$ cat config.mk
export PLATFORM = sky130hd
export DESIGN_NAME = clause_array_vs_ls_lists
export DESIGN_NICKNAME = d
export VERILOG_FILES = /design/src/rtl/clause_array_vs_ls_lists.sv
export SDC_FILE = /design/constraint.sdc
export NUM_CORES = 1
export LEC_CHECK = 0
export CORE_AREA = 5 5 236 238
export CTS_CLUSTER_SIZE = 10
export DETAILED_ROUTE_END_ITERATION = 16
export DIE_AREA = 0 0 241 243
export HOLD_SLACK_MARGIN = 0.08
export PLACE_DENSITY = 0.76
export REMOVE_ABC_BUFFERS = 1
export SYNTH_ARGS = -nofsm -noshare
export SYNTH_HDL_FRONTEND = slang
export SYNTH_SLANG_ARGS = --single-unit
$ cat constraint.sdc
create_clock -name clk -period 17.04 [get_ports clk]
set_clock_uncertainty 0.15 [all_clocks]
set_input_delay 3.408 -clock clk [delete_from_list [all_inputs] [get_ports clk]]
set_output_delay 3.408 -clock clk [all_outputs]
set_load 0.05 [all_outputs]
$ cat src/rtl/clause_array_vs_ls_lists.sv
// Bin storage for one SAT-engine bin: a clause array, a variable-state list
// and a level-state list. The bin manager loads and unloads them over wide
// buses with per-entry write enables. The core sees combinational reads and
// decoded per-entry fields.
module clause_array_vs_ls_lists #(
    parameter int NUM_CLAUSES      = 8,
    parameter int NUM_VARS         = 8,
    parameter int NUM_LVLS         = 8,
    parameter int WIDTH_BIN_ID     = 10,
    parameter int WIDTH_C_LEN      = 4,
    parameter int WIDTH_LVL        = 16,
    parameter int WIDTH_VAR_STATES = 19,
    parameter int WIDTH_LVL_STATES = 11
) (
    input  logic                                 clk,
    input  logic                                 rst,
    input  logic                                 clear_i,
    input  logic [NUM_CLAUSES-1:0]               wr_carray_i,
    input  logic [2*NUM_VARS-1:0]                clause_i,
    input  logic [NUM_CLAUSES-1:0]               rd_carray_i,
    output logic [2*NUM_VARS-1:0]                clause_o,
    output logic [WIDTH_C_LEN*NUM_CLAUSES-1:0]   clause_len_o,
    input  logic [NUM_VARS-1:0]                  wr_var_states,
    input  logic [WIDTH_VAR_STATES*NUM_VARS-1:0] vars_states_i,
    output logic [WIDTH_VAR_STATES*NUM_VARS-1:0] vars_states_o,
    output logic [2*NUM_VARS-1:0]                var_value_o,
    output logic [NUM_VARS-1:0]                  var_implied_o,
    output logic [NUM_VARS-1:0]                  var_assigned_o,
    input  logic [NUM_LVLS-1:0]                  wr_lvl_states,
    input  logic [WIDTH_LVL_STATES*NUM_LVLS-1:0] lvl_states_i,
    output logic [WIDTH_LVL_STATES*NUM_LVLS-1:0] lvl_states_o,
    output logic [NUM_LVLS-1:0]                  lvl_has_bkt_o
);

    // Field positions inside a var-state entry: value, implied flag, level.
    localparam int VALUE_LSB   = 0;
    localparam int IMPLIED_BIT = 2;
    localparam int LEVEL_LSB   = 3;

    // The has-backtracked flag sits directly above the decided-bin id.
    localparam int HAS_BKT_BIT = WIDTH_BIN_ID;

    // Largest value the per-row length counter can show before saturating.
    localparam int MAX_LEN = (1 << WIDTH_C_LEN) - 1;

    // The entry widths are derived quantities; refuse inconsistent overrides.
    if (WIDTH_VAR_STATES != LEVEL_LSB + WIDTH_LVL) begin : g_bad_var_width
        $error("WIDTH_VAR_STATES must equal 3 + WIDTH_LVL");
    end
    if (WIDTH_LVL_STATES != WIDTH_BIN_ID + 1) begin : g_bad_lvl_width
        $error("WIDTH_LVL_STATES must equal WIDTH_BIN_ID + 1");
    end

    logic [2*NUM_VARS-1:0]         clause_mem [NUM_CLAUSES];
    logic [WIDTH_VAR_STATES-1:0]   var_mem    [NUM_VARS];
    logic [WIDTH_LVL_STATES-1:0]   lvl_mem    [NUM_LVLS];

    // Clause rows: clear beats writes; every enabled row takes the same clause.
    always_ff @(posedge clk or posedge rst) begin
        if (rst) begin
            for (int r = 0; r < NUM_CLAUSES; r++) begin
                clause_mem[r] <= '0;
            end
        end else if (clear_i) begin
            for (int r = 0; r < NUM_CLAUSES; r++) begin
                clause_mem[r] <= '0;
            end
        end else begin
            for (int r = 0; r < NUM_CLAUSES; r++) begin
                if (wr_carray_i[r]) begin
                    clause_mem[r] <= clause_i;
                end
            end
        end
    end

    // Var-state list: each enabled entry loads its own slice of the input bus.
    always_ff @(posedge clk or posedge rst) begin
        if (rst) begin
            for (int j = 0; j < NUM_VARS; j++) begin
                var_mem[j] <= '0;
            end
        end else if (clear_i) begin
            for (int j = 0; j < NUM_VARS; j++) begin
                var_mem[j] <= '0;
            end
        end else begin
            for (int j = 0; j < NUM_VARS; j++) begin
                if (wr_var_states[j]) begin
                    var_mem[j] <= vars_states_i[j*WIDTH_VAR_STATES +: WIDTH_VAR_STATES];
                end
            end
        end
    end

    // Level-state list: same slice-per-entry loading as the var states.
    always_ff @(posedge clk or posedge rst) begin
        if (rst) begin
            for (int k = 0; k < NUM_LVLS; k++) begin
                lvl_mem[k] <= '0;
            end
        end else if (clear_i) begin
            for (int k = 0; k < NUM_LVLS; k++) begin
                lvl_mem[k] <= '0;
            end
        end else begin
            for (int k = 0; k < NUM_LVLS; k++) begin
                if (wr_lvl_states[k]) begin
                    lvl_mem[k] <= lvl_states_i[k*WIDTH_LVL_STATES +: WIDTH_LVL_STATES];
                end
            end
        end
    end

    // Clause read port: OR together every selected row, zero when none selected.
    always_comb begin
        clause_o = '0;
        for (int r = 0; r < NUM_CLAUSES; r++) begin
            if (rd_carray_i[r]) begin
                clause_o = clause_o | clause_mem[r];
            end
        end
    end

    // Per-row literal count; reserved encodings count as present.
    always_comb begin
        int cnt;
        clause_len_o = '0;
        cnt = 0;
        for (int r = 0; r < NUM_CLAUSES; r++) begin
            cnt = 0;
            for (int i = 0; i < NUM_VARS; i++) begin
                if (clause_mem[r][2*i +: 2] != 2'b00) begin
                    cnt = cnt + 1;
                end
            end
            if (cnt > MAX_LEN) begin
                cnt = MAX_LEN;
            end
            clause_len_o[r*WIDTH_C_LEN +: WIDTH_C_LEN] = WIDTH_C_LEN'(cnt);
        end
    end

    // Var-state unload bus and decoded value/implied/assigned fields.
    always_comb begin
        vars_states_o  = '0;
        var_value_o    = '0;
        var_implied_o  = '0;
        var_assigned_o = '0;
        for (int j = 0; j < NUM_VARS; j++) begin
            vars_states_o[j*WIDTH_VAR_STATES +: WIDTH_VAR_STATES] = var_mem[j];
            var_value_o[2*j +: 2] = var_mem[j][VALUE_LSB +: 2];
            var_implied_o[j]      = var_mem[j][IMPLIED_BIT];
            var_assigned_o[j]     = (var_mem[j][VALUE_LSB +: 2] != 2'b00);
        end
    end

    // Level-state unload bus and decoded has-backtracked flags.
    always_comb begin
        lvl_states_o  = '0;
        lvl_has_bkt_o = '0;
        for (int k = 0; k < NUM_LVLS; k++) begin
            lvl_states_o[k*WIDTH_LVL_STATES +: WIDTH_LVL_STATES] = lvl_mem[k];
            lvl_has_bkt_o[k] = lvl_mem[k][HAS_BKT_BIT];
        end
    end

endmodule

==> flow_metrics.env <==
export IMPL_final_layout_size_suffix_gt1_frac=0.0483
export IMPL_total_leakage_power_nw=12.8
export IMPL_synthesized_area_per_cell_sq_um=10.1
export IMPL_post_cts_setup_buffer_count=0
export IMPL_routed_wirelength_mm=80.6
export IMPL_synth_async_sr_flop_share=1.00
export IMPL_run_status="completed"
export IMPL_dr_pass1_iters=8
export IMPL_crit_path_frequent_cell="sky130_fd_sc_hd__ha_1"
export IMPL_ys_warn_count=0
export IMPL_dp_hpwl_mm=61.6
export IMPL_final_setup_worst_slack_ps=7060
export IMPL_setup_tns_ps=0
export IMPL_via_count_of_the_first_global_routing_pass=18400
export IMPL_crit_path_top_delay_cell="sky130_fd_sc_hd__clkdlybuf4s50_1"
export IMPL_drv_cap=0
export IMPL_average_detailed_routed_wire_length_per_instance_um=25.1
export IMPL_cts_repair_resized=0
export IMPL_port_buffers=618
export IMPL_area_delta_synth_final_pct=39.6
export IMPL_power_per_cell_area_nw_per_um2=112
export IMPL_worst_path_max_fanout=4
export IMPL_pre_cts_ws_ps=7680
export IMPL_cts_hold_buf=0
export IMPL_final_min_clock_period_ps=9980
export IMPL_initial_core_util=0.373
export IMPL_number_of_nets_with_antenna_violations_after_detailed_routing=0
export IMPL_dieHeight_um=243
export IMPL_timing_final_max_slew_violations=0
export IMPL_clock_pin_slew_on_the_worst_setup_and_hold_paths_ps=60
export IMPL_route_vias_total=17800
export IMPL_critPathKind="reg2out"
export IMPL_grt_max_degree=170
export IMPL_min_period_over_period=0.586
export IMPL_slowest_delay_ps=800
export IMPL_worst_hold_path_type="reg2reg"
export IMPL_final_fill_count=4691
export IMPL_ys_types=74
export IMPL_dominantRegCellSynth="sky130_fd_sc_hd__dfrtp_1"
export IMPL_nets=2824
export IMPL_grt_setup_unrepaired="false"
export IMPL_clock_sink_count=368
export IMPL_timing_hold_violations_final=0
export IMPL_rows=85
export IMPL_syn_area_sq_um=19900
export IMPL_htree_num_levels=2
export IMPL_antenna_found_initial=12
export IMPL_grt_util_all_layers=0.265
export IMPL_critPathLaunchType="register"
export IMPL_dp_cells=3133
export IMPL_worstPathRequired_ps=13480
export IMPL_clock_tree_root_buffer_cell="sky130_fd_sc_hd__clkbuf_16"
export IMPL_fmaxAchievable_ghz=0.100
export IMPL_netlist_instances=1963
export IMPL_clock_latency_late_sink_ps=560
export IMPL_cts_tree="done"
export IMPL_number_of_top_level_pins=619
export IMPL_final_hold_worst_slack_ps=370
export IMPL_multiInputGateArea_sq_um=9920
export IMPL_grt_overflow_total=0
export IMPL_route_detailed_vias_per_inst=5.55
export IMPL_cp_arrival_ps=6420
export IMPL_detail_route_iter0_violations=1582
export IMPL_setup_violations_final=0
export IMPL_synth_seq_area_share=0.462
export IMPL_tritoncts_num_buffers=46
export IMPL_worst_slew_pin_transition_ps=1300
export IMPL_relSlewSlack=0.131
export IMPL_grt_first_pass_wirelength_mm=119
export IMPL_detail_route_drc_violations=0
export IMPL_core_area_sq_um=53400
export IMPL_place_gp_congestion=1.02
export IMPL_cts_max_path_buffers=3
export IMPL_area_sequential_sq_um=9210
export IMPL_die_area_sq_um=58600
export IMPL_critPathCaptureType="output port"
export IMPL_stdcell_count=3206
export IMPL_die_x_um=241
export IMPL_synth_enable_flop_cells=0
export IMPL_vdd_ir_drop_max_v=0.0000854
export IMPL_total_power_w=0.00311
export IMPL_synth_seq_cells=368
## metal layers
layer,up-vias,share of wire,global-route usage
met4,6,0.054,0.122
met5,-,0.00052,0
li1,7858,-,-
met1,8804,0.37,0.314
met3,230,0.099,0.0831
met2,905,0.48,0.439
## report_power, final
| group | switching (W) | internal, W |
|---|---|---|
| sequential | 0.0000588 | 0.000924 |
| combinational | 0.000729 | 0.000435 |
| clock | 0.000377 | 0.000590 |
## logic make-up (layout without fill, tap and decap cells)
| group | count (synthesis) | after routing | share of synthesized area |
|---|---|---|---|
| AOI/OAI and AO/OA | 235 | 235 | 0.0805 |
| xor gates and xnor gates | 103 | 103 | 0.0518 |
| adders and majority gates | 49 | 49 | 0.0306 |
| buffers and inverters | 176 | 717 | 0.0396 |
| DFF | 368 | 368 | 0.462 |
| muxes | 384 | 384 | 0.193 |
| other | 0 | 6 | 0 |
| and+or+nand+nor | 648 | 648 | 0.142 |
## placed cells by master, fill, tap and decap left out, types with 5 or more instances in the layout
master	Yosys	routed
sky130_fd_sc_hd__a21oi_1	24	24
sky130_fd_sc_hd__a22oi_1	66	66
sky130_fd_sc_hd__a31oi_1	15	15
sky130_fd_sc_hd__and3_1	7	7
sky130_fd_sc_hd__buf_4	32	7
sky130_fd_sc_hd__clkbuf_1	89	6
sky130_fd_sc_hd__clkbuf_16	0	49
sky130_fd_sc_hd__clkdlybuf4s50_1	0	616
sky130_fd_sc_hd__dfrtp_1	368	368
sky130_fd_sc_hd__diode_2	0	6
sky130_fd_sc_hd__ha_1	48	48
sky130_fd_sc_hd__inv_1	24	23
sky130_fd_sc_hd__mux2_2	5	5
sky130_fd_sc_hd__mux2i_1	379	379
sky130_fd_sc_hd__nand2_1	39	39
sky130_fd_sc_hd__nand3_1	16	16
sky130_fd_sc_hd__nand3b_1	7	7
sky130_fd_sc_hd__nand4_1	19	19
sky130_fd_sc_hd__nand4b_1	6	6
sky130_fd_sc_hd__nor2_1	457	457
sky130_fd_sc_hd__nor3_1	19	19
sky130_fd_sc_hd__nor4_1	10	10
sky130_fd_sc_hd__o211ai_1	10	10
sky130_fd_sc_hd__o21ai_0	59	59
sky130_fd_sc_hd__o21bai_1	5	5
sky130_fd_sc_hd__o31a_1	5	5
sky130_fd_sc_hd__or2_2	35	35
sky130_fd_sc_hd__or3_1	8	8
sky130_fd_sc_hd__xnor2_1	59	59
sky130_fd_sc_hd__xnor3_1	8	8
sky130_fd_sc_hd__xor2_1	35	35
## Yosys cell counts (4+ instances only)
library cell | instances | area share
sky130_fd_sc_hd__o211ai_1 | 10 | 0.0038
sky130_fd_sc_hd__xnor3_1 | 8 | 0.0090
sky130_fd_sc_hd__nand3_1 | 16 | 0.0040
sky130_fd_sc_hd__mux2i_1 | 379 | 0.19
sky130_fd_sc_hd__or3_1 | 8 | 0.0025
sky130_fd_sc_hd__a21oi_1 | 24 | 0.0060
sky130_fd_sc_hd__o21ai_0 | 59 | 0.015
sky130_fd_sc_hd__xor2_1 | 35 | 0.015
sky130_fd_sc_hd__a22oi_1 | 66 | 0.025
sky130_fd_sc_hd__nand3b_1 | 7 | 0.0026
sky130_fd_sc_hd__dfrtp_1 | 368 | 0.46
sky130_fd_sc_hd__nand2_1 | 39 | 0.0073
sky130_fd_sc_hd__nor2_1 | 457 | 0.086
sky130_fd_sc_hd__mux2_2 | 5 | 0.0028
sky130_fd_sc_hd__inv_1 | 24 | 0.0045
sky130_fd_sc_hd__nand4_1 | 19 | 0.0060
sky130_fd_sc_hd__xnor2_1 | 59 | 0.026
sky130_fd_sc_hd__nor4b_1 | 4 | 0.0018
sky130_fd_sc_hd__nand4b_1 | 6 | 0.0026
sky130_fd_sc_hd__o31a_1 | 5 | 0.0022
sky130_fd_sc_hd__o21a_1 | 4 | 0.0015
sky130_fd_sc_hd__clkbuf_1 | 89 | 0.017
sky130_fd_sc_hd__buf_1 | 30 | 0.0057
sky130_fd_sc_hd__ha_1 | 48 | 0.030
sky130_fd_sc_hd__o41ai_1 | 4 | 0.0018
sky130_fd_sc_hd__a31oi_1 | 15 | 0.0047
sky130_fd_sc_hd__a211oi_1 | 4 | 0.0015
sky130_fd_sc_hd__o21bai_1 | 5 | 0.0019
sky130_fd_sc_hd__buf_4 | 32 | 0.012
sky130_fd_sc_hd__or2_2 | 35 | 0.011
sky130_fd_sc_hd__and3_1 | 7 | 0.0022
sky130_fd_sc_hd__nor3_1 | 19 | 0.0048
sky130_fd_sc_hd__nor4_1 | 10 | 0.0031
## state kept, by name, summed over array words and instances (netlist names)
register,count
clause_mem,128
var_implied_o,8
lvl_states_o,80
lvl_has_bkt_o,8
var_value_o,16
vars_states_o,128
## metrics by stage
step | util | cell area [sq um]
after global routing | 0.521 | 27800
after detailed placement | 0.494 | 26400
after floorplan | - | 19200
final | 0.521 | 27800
after global placement | 0.494 | 26400
after CTS | 0.521 | 27800
## final timing paths
check | startpoint | slack (ps) | cells after the start | endpoint
hold / removal | vars_states_o[61]$_DFFE_PP0P_ | 370 | 2 | vars_states_o[61]$_DFFE_PP0P_
setup reg to reg | clause_mem[23]$_DFFE_PP0P_ | 15940 | 2 | clause_mem[23]$_DFFE_PP0P_
min in group asynchronous | rst | 3240 | 2 | vars_states_o[129]$_DFFE_PP0P_
setup / recovery | clause_mem[1]$_DFFE_PP0P_ | 7060 | 25 | clause_len_o[29]
hold reg to reg | vars_states_o[61]$_DFFE_PP0P_ | 370 | 2 | vars_states_o[61]$_DFFE_PP0P_
max in group asynchronous | rst | 11840 | 3 | clause_mem[126]$_DFFE_PP0P_
## cell type report
type | instances | share of cell area
Multi-Input combinational cell | 1419 | 0.357
Clock buffer | 59 | 0.0469
Tap cell | 696 | 0.0313
Clock inverter | 8 | 0.00504
Timing Repair Buffer | 626 | 0.225
Antenna cell | 6 | 0.000540
Inverter | 24 | 0.00351
Sequential cell | 368 | 0.331
## worst max-delay path: cells and delay by family (launching register included)
family,cells,cell delay (ps)
adders and majority gates,6,1650
AOI/OAI and AO/OA,10,1630
and+or+nand+nor,6,1040
buffers and inverters,2,870
DFF,1,400
muxes,1,240
Note: power is estimated with default switching activity, not from simulation.
